--- src/rtl/div_unit.sv ---
// div_unit: iterative radix-2 restoring divider for RV32M DIV/DIVU/REM/REMU
module div_unit #(
   parameter int XLEN      = 32,
   parameter int REG_WIDTH = 5
) (
   input  logic                 clk,
   input  logic                 rst,
   input  logic                 wb_do_branch,
   input  logic                 ix_div_valid,
   input  logic [1:0]           ix_div_control,
   input  logic [REG_WIDTH-1:0] ix_div_rd,
   input  logic [XLEN-1:0]      ix_div_rs1,
   input  logic [XLEN-1:0]      ix_div_rs2,
   output logic                 div_wb_valid,
   input  logic                 div_wb_ready,
   output logic                 div_wb_wr_en,
   output logic [REG_WIDTH-1:0] div_wb_rd,
   output logic [XLEN-1:0]      div_wb_data,
   output logic                 div_ix_done,
   output logic                 div_busy
);
   typedef enum logic [1:0] {IDLE, CALC, FIXUP, DONE} state_t;
   state_t state;
   logic [XLEN-1:0] q, r, d, a1, a2, qf, rf;
   logic [XLEN:0] sh, diff;
   logic [5:0] cnt;
   logic [1:0] ctrl;
   logic sign_q, sign_r, is_signed, s1, s2, ovf;
   always_comb begin
      is_signed = !ix_div_control[0];
      s1 = is_signed && ix_div_rs1[XLEN-1];
      s2 = is_signed && ix_div_rs2[XLEN-1];
      a1 = s1 ? -ix_div_rs1 : ix_div_rs1;
      a2 = s2 ? -ix_div_rs2 : ix_div_rs2;
      ovf = is_signed && ix_div_rs1 == {1'b1, {(XLEN-1){1'b0}}} && ix_div_rs2 == '1;
      sh = {r, q[XLEN-1]};
      diff = sh - {1'b0, d};
      qf = (!ctrl[0] && sign_q) ? -q : q;
      rf = (!ctrl[0] && sign_r) ? -r : r;
   end
   assign div_busy     = state != IDLE;
   assign div_wb_valid = state == DONE;
   assign div_wb_wr_en = div_wb_valid && div_wb_rd != '0;
   assign div_ix_done  = div_wb_valid && div_wb_ready && !wb_do_branch;
   always_ff @(posedge clk) begin
      if (!rst) begin
         state <= IDLE;
         div_wb_rd <= '0;
         div_wb_data <= '0;
         q <= '0;
         r <= '0;
         d <= '0;
         cnt <= '0;
         ctrl <= '0;
         sign_q <= 1'b0;
         sign_r <= 1'b0;
      end else if (wb_do_branch) begin
         state <= IDLE;
      end else begin
         case (state)
            IDLE: if (ix_div_valid) begin
               ctrl <= ix_div_control;
               div_wb_rd <= ix_div_rd;
               sign_q <= s1 ^ s2;
               sign_r <= s1;
               q <= a1;
               d <= a2;
               r <= '0;
               cnt <= '0;
               // divide-by-zero and signed overflow bypass the iteration entirely
               if (ix_div_rs2 == '0) begin
                  div_wb_data <= ix_div_control[1] ? ix_div_rs1 : '1;
                  state <= DONE;
               end else if (ovf) begin
                  div_wb_data <= ix_div_control[1] ? '0 : ix_div_rs1;
                  state <= DONE;
               end else begin
                  state <= CALC;
               end
            end
            CALC: begin
               r <= diff[XLEN] ? sh[XLEN-1:0] : diff[XLEN-1:0];
               q <= {q[XLEN-2:0], !diff[XLEN]};
               cnt <= cnt + 6'd1;
               if (cnt == 6'(XLEN-1)) state <= FIXUP;
            end
            FIXUP: begin
               div_wb_data <= ctrl[1] ? rf : qf;
               state <= DONE;
            end
            DONE: if (div_wb_ready) state <= IDLE;
            default: state <= IDLE;
         endcase
      end
   end
endmodule
--- config.mk ---
export PLATFORM = sky130hd
export DESIGN_NAME = div_unit
export DESIGN_NICKNAME = d
export VERILOG_FILES = /design/src/rtl/div_unit.sv
export SDC_FILE = /design/constraint.sdc
export NUM_CORES = 1
export LEC_CHECK = 0
export BUFFER_PORTS_ARGS = -buffer_cell sky130_fd_sc_hd__buf_2
export CORE_UTILIZATION = 65
export CTS_CLUSTER_DIAMETER = 120
export DETAILED_ROUTE_END_ITERATION = 12
export HOLD_SLACK_MARGIN = 0.02
export PLACE_DENSITY_LB_ADDON = 0.1
export SYNTH_ARGS = -nofsm -noshare
export SYNTH_HDL_FRONTEND = slang
export SYNTH_SLANG_ARGS = --single-unit
--- constraint.sdc ---
create_clock -name clk -period 9.5 [get_ports clk]
set_clock_uncertainty 0.2 [all_clocks]
set_input_delay 1.425 -clock clk [delete_from_list [all_inputs] [get_ports clk]]
set_output_delay 1.425 -clock clk [all_outputs]
set_load 0.1 [all_outputs]
==> run_results.csv, run 1 <==
group,metric,value,unit
synthesis,yosysWarningCount,0,
clock_network,post_cts_resized,0,
die,ioPinCount,117,
synthesis,ys.flop_type,"dfxtp_1",
clock_network,cts_tree,"built",
final_layout,nets,1710,
setup_path,cp.required,9590,ps
synthesis,ys_ff_latch,145,
setup_path,slowest_delay,550,ps
place,routabilityCongestion,0.960,
timing,fin_crit_sh,47.5,%
drt,wire_per_inst,18.8,microns
setup_path,critPathKind,"input pin to flop",
place,dpl.hpwl,24.6,mm
setup_path,start_kind,"input pin",
synthesis,synthMuxAreaShare,2.74,%
synthesis,synth_xor_area_share,11.0,%
power,switching_power,0.000540,W
die,die_h,134,microns
setup_path,path_delay_family,"simple AND/OR/NAND/NOR gates",
synthesis,synth_top_area_share,25.6,%
synthesis,yosysTopAreaCell,"dfxtp_1",
setup_path,critPathMaxFanout,58,
drt,ant_nets,0,
power,pwr-share-clk,41.7,%
synthesis,ys_async_sr_fraction,0,%
grt,grt_max_degree,75,
clock_network,clock_latency,440,ps
timing,max-slew-margin-rel,20.9,%
synthesis,synth_cell_types,79,
synthesis,synth_top_family_by_area,"compound AO/OA/AOI/OAI gates",
clock_network,cts_buffer_depth,2,
clock_network,cts_max_level,4,
outcome,status,"completed",
flow_run,cap_viol_max_count,0,
synthesis,syn_nets,1668,
timing,final-hold-violation-count,0,
power,p_leak,5.01,nW
timing,rsz0062_at_grt,"false",
die,die_area,18000,sq um
setup_path,slowest_stage,"or4_4",
die,rows,47,
clock_network,post-cts-setup-buffers,0,
grt,overflow,0,
timing,finalSetupViolCount,0,
clock_network,ctsRootBufferMaster,"clkbuf_16",
synthesis,synth_edf_count,0,
setup_path,crit_chain,"buf_2 -> or4_4 -> nor4_2 -> nor3b_4 -> a32o_2 -> nand3_1 -> a21oi_4 -> buf_4 -> nor2b_1 -> a31oi_1",
timing,fin_ws,4990,ps
final_layout,syn_to_final_growth,10.4,%
clock_network,cts_buffers,17,
power,vdd_drop_max,0.134,mV
die,die_w,134,microns
timing,tightest_slew,1180,ps
place,pre_cts_ws,4690,ps
timing,fmax,0.222,GHz
timing,finalSetupTns,0,ps
setup_path,cp.buffers_inverters,2,
clock_network,clk_pin_slew,60,ps
final_layout,fill_cells,1378,
place,port_buffers,116,
synthesis,netlist_instances,1549,
drt,first_iter_violations,1370,
drt,post_drt_via_cell_ratio,6.60,
drt,drc,0,
die,core-area,16800,sq um
power,pwr-share-seq,37.4,%
drt,routed_wl,34.3,mm
synthesis,synth_compound_area_share,25.7,%
min_path,hp-class,"flop to flop",
final_layout,drive_gt1_share,11.5,%
clock_network,cts_sinks,145,
die,initial_utilization,67.3,%
synthesis,netlist_area,11300,sq um
power,power.share.switching,30.8,%
drt,first_pass_iters,6,
power,p_int,0.00121,W
final_layout,diodes,0,
grt,track_usage,38.5,%
grt,grt_pass1_wl,54.9,mm
synthesis,synth-adder-area-share,6.32,%
synthesis,synth.avg_cell_area,7.31,sq um
timing,slew_viol_final,0,
timing,period_needed,4510,ps
power,combPwrFrac,20.9,%
setup_path,cp.arrival,4600,ps
synthesis,synth.area.top_cells,"dfxtp_1 (26%), xnor2_1 (6.7%), nand2_1 (6.6%)",
drt,vias,12000,
synthesis,synth-simple-area-share,22.7,%
clock_network,hold_buffers,0,
grt,antenna_found_initial,0,
setup_path,endpoint_kind,"flop",
grt,grt_pass1_vias,10700,
synthesis,synth-seq-area-share,25.6,%
power,p_per_area,140,nW/um^2
-- tightest hold or removal path, delay by kind of cell (launching register included) --
kind,cells,cell delay [ps]
compound gates,1,60
flops,1,320
simple gates,1,50
-- per-layer routing --
layer  up-vias  routed length [microns]  track usage, %
li1       5646                        -               -
met5         -                        0               0
met1      5554                    14500            52.9
met2       721                    15200            59.2
met3       114                     3530            7.37
met4         0                     1150            15.0
-- stage by stage --
stage	utilization [%]	hold slack [ps]	area (sq um)	cells	total power (W)
final	74.3	275	12500	1824	0.00175
after global routing	74.3	294	12500	1824	0.00181
after CTS	74.3	276	12500	1824	0.00174
after detailed placement	70.5	264	11900	1792	0.00102
after global placement	70.5	257	11900	1792	0.00101
after floorplan	-	232	11300	1549	0.000919
-- registers in the layout (all words and copies together) (netlist names) --
signal       flops
div_wb_rd        5
div_wb_data     32
sign_r           1
state            2
d               32
cnt              6
r               32
q               32
ctrl             2
sign_q           1
-- final cells by class --
cell class	count	area (sq um)	share of cell area, %
multi-input cells	1236	7780	62.2
well taps	220	275	2.20
repair buffers	127	663	5.31
inverters	64	240	1.92
clock buffers	22	494	3.95
flip-flops and latches	145	2900	23.2
clock inverters	10	146	1.17
-- power groups by stage --
stage	Sequential [W]	Clock, W	Combinational [W]
2_1_floorplan	0.000666	0	0.000253
3_3_place_gp	0.000666	0	0.000347
3_5_place_dp	0.000667	0	0.000354
4_1_cts	0.000653	0.000728	0.000358
5_1_grt	0.000656	0.000758	0.000399
6_report	0.000655	0.000730	0.000366
-- cell families (layout without fill, tap and decap cells) --
kind of cell	Yosys count	in the layout
and+or+nand+nor	535	535
adders and majority gates	60	60
buffers and inverters	168	223
muxes	31	31
AOI/OAI and AO/OA	468	468
DFF	145	145
xor gates and xnor gates	142	142
-- path summary, 6_finish.rpt --
kind	slack, ps	startpoint	cells after the start	endpoint
setup / recovery	4990	ix_div_rs1[10]	10	div_wb_data[27]
hold / removal	270	div_wb_rd[2]	2	div_wb_rd[2]
setup reg to reg	5040	q[31]	12	r[20]
hold reg to reg	270	div_wb_rd[2]	2	div_wb_rd[2]
-- cells in the mapped netlist (13+ instances only) --
library cell / instances
a211oi_1: 35
a21o_1: 13
a21oi_1: 129
a31oi_1: 45
buf_2: 14
clkbuf_1: 79
dfxtp_1: 145
ha_1: 42
inv_1: 63
maj3_1: 17
mux2i_1: 31
nand2_1: 199
nand2b_1: 17
nand3_1: 29
nand4_1: 18
nor2_1: 129
nor3_1: 41
nor4_1: 15
o211ai_1: 25
o21ai_0: 126
o31ai_1: 21
or3_1: 14
xnor2_1: 86
xor2_1: 56
-- cells in the final DEF (no fill, tap or decap), types with 14 or more instances in the layout --
master,instances
nand3_1,29
inv_1,62
o21ai_0,126
xor2_1,56
nand2b_1,17
nor4_1,15
nor2_1,127
o31ai_1,21
a21oi_1,129
nand2_1,199
o211ai_1,25
dfxtp_1,145
clkbuf_16,17
ha_1,42
xnor2_1,86
a31oi_1,45
nand4_1,18
maj3_1,17
buf_2,116
a211oi_1,35
or3_1,14
nor3_1,41
mux2i_1,31
No activity file was read; power rests on OpenSTA's default activity.
==> inputs of run 2 (changes only) <==
- CORE_UTILIZATION: 65 -> 55
- clock period: 9.5 -> 3.7 ns (I/O delays scaled with it)
==> run_results.csv, run 2 (synthesis results as in run 1) <==
group,metric,value,unit
clock_network,clk_pin_slew,70,ps
setup_path,cp.buffers_inverters,2,
die,ioPinCount,117,
final_layout,drive_gt1_share,13.6,%
timing,finalSetupViolCount,0,
final_layout,final_cell_mix,"nand2_1 (199), dfxtp_1 (145), a21oi_1 (128)",
clock_network,cts_tree,"built",
clock_network,ctsRootBufferMaster,"clkbuf_16",
final_layout,diodes,0,
timing,final-hold-violation-count,0,
setup_path,critPathMaxFanout,17,
place,routabilityCongestion,0.943,
clock_network,clock_latency,420,ps
grt,grt_max_degree,75,
setup_path,cp.arrival,3460,ps
setup_path,crit_chain,"inv_1 -> ha_1 -> fa_1 -> nand2b_1 -> a21oi_2 -> o31a_1 -> nor2_1 -> o2111a_1 -> a311oi_4 -> buf_8 -> mux2i_1 -> o21ai_0",
drt,first_iter_violations,1111,
place,dpl.hpwl,26.1,mm
timing,period_needed,3370,ps
flow_run,cap_viol_max_count,0,
drt,first_pass_iters,6,
grt,track_usage,33.3,%
die,core-area,20200,sq um
final_layout,syn_to_final_growth,13.7,%
clock_network,hold_buffers,0,
clock_network,cts_max_level,4,
grt,grt_pass1_wl,56.8,mm
power,vdd_drop_max,0.293,mV
die,die_h,145,microns
final_layout,final_common_cell,"nand2_1",
final_layout,stdcell_area,12900,sq um
setup_path,endpoint_kind,"flop",
drt,wire_per_inst,18.6,microns
setup_path,critPathKind,"flop to flop",
place,postPlaceCellArea,12300,sq um
drt,drc,0,
drt,routed_wl,35.5,mm
setup_path,path_delay_family,"compound AO/OA/AOI/OAI gates",
power,p_leak,5.19,nW
setup_path,cp.required,3790,ps
drt,vias,11800,
setup_path,start_kind,"flop",
place,place_inst,1880,
drt,post_drt_via_cell_ratio,6.16,
clock_network,cts_buffer_depth,2,
timing,fin_ws,327,ps
final_layout,nets,1749,
timing,slew_viol_final,0,
clock_network,cts_buffers,17,
grt,grt_pass1_vias,10700,
power,p_total,0.00440,W
timing,fin_crit_sh,91.2,%
place,pre_cts_ws,137,ps
place,port_buffers,116,
die,rows,52,
setup_path,regToRegSetupSlack,330,ps
timing,finalSetupTns,0,ps
setup_path,slowest_delay,410,ps
final_layout,fin_cells,1913,
die,initial_utilization,56.0,%
outcome,status,"completed",
timing,max-slew-margin-rel,26.4,%
grt,overflow,0,
grt,antenna_found_initial,0,
clock_network,cts_sinks,145,
power,p_per_area,342,nW/um^2
timing,tightest_slew,1100,ps
die,die_w,145,microns
min_path,hp-class,"input pin to flop",
die,die_area,21200,sq um
setup_path,slowest_stage,"fa_1",
timing,rsz0062_at_grt,"false",
timing,fmax,0.296,GHz
drt,ant_nets,0,
run 2: metal layers:
metal,track usage (%),vias to the layer above,part of all wire (%)
li1,-,5730,-
met5,0,-,0
met4,10.6,0,2.7
met3,4.58,84,7.5
met1,47.2,5439,46
met2,52.2,537,44
run 2: report_power, final:
group,internal [W],switching [W]
combinational,0.000353,0.000610
sequential,0.00162,0.0000644
clock,0.00103,0.000725
total,0.00300,0.00140
run 2: path summary, 6_finish.rpt:
check               startpoint      endpoint  depth (start not counted)
setup reg to reg         q[31]          r[9]                         12
setup / recovery         q[31]          r[9]                         12
hold / removal    ix_div_rd[1]  div_wb_rd[1]                          3
hold reg to reg          d[18]         d[18]                          2
run 2: per-stage QoR:
| step | hold WS [ps] | utilization, % |
|---|---|---|
| after detailed placement | 253 | 60.6 |
| after global routing | 170 | 63.6 |
| after CTS | 155 | 63.5 |
| after global placement | 244 | 60.6 |
| after floorplan | 232 | - |
| final | 166 | 63.6 |
run 2: final cells by class:
cell class              instances  area, sq um
flip-flops and latches        145         2900
fillers                      1908         7370
multi-input cells            1236         7780
inverters                      64          240
repair buffers                166         1010
well taps                     270          338
clock inverters                11          130
clock buffers                  21          460
run 2: worst min-delay path, cell delays in order:
cell	delay, ps
buf_2	100
nand2_1	40
a21oi_1	50
run 2: what timing repair did:
item / in CTS / in global routing
gates resized for setup: 0 / 3
endpoints found under the setup margin: 0 / 17
setup buffers: 0 / 1
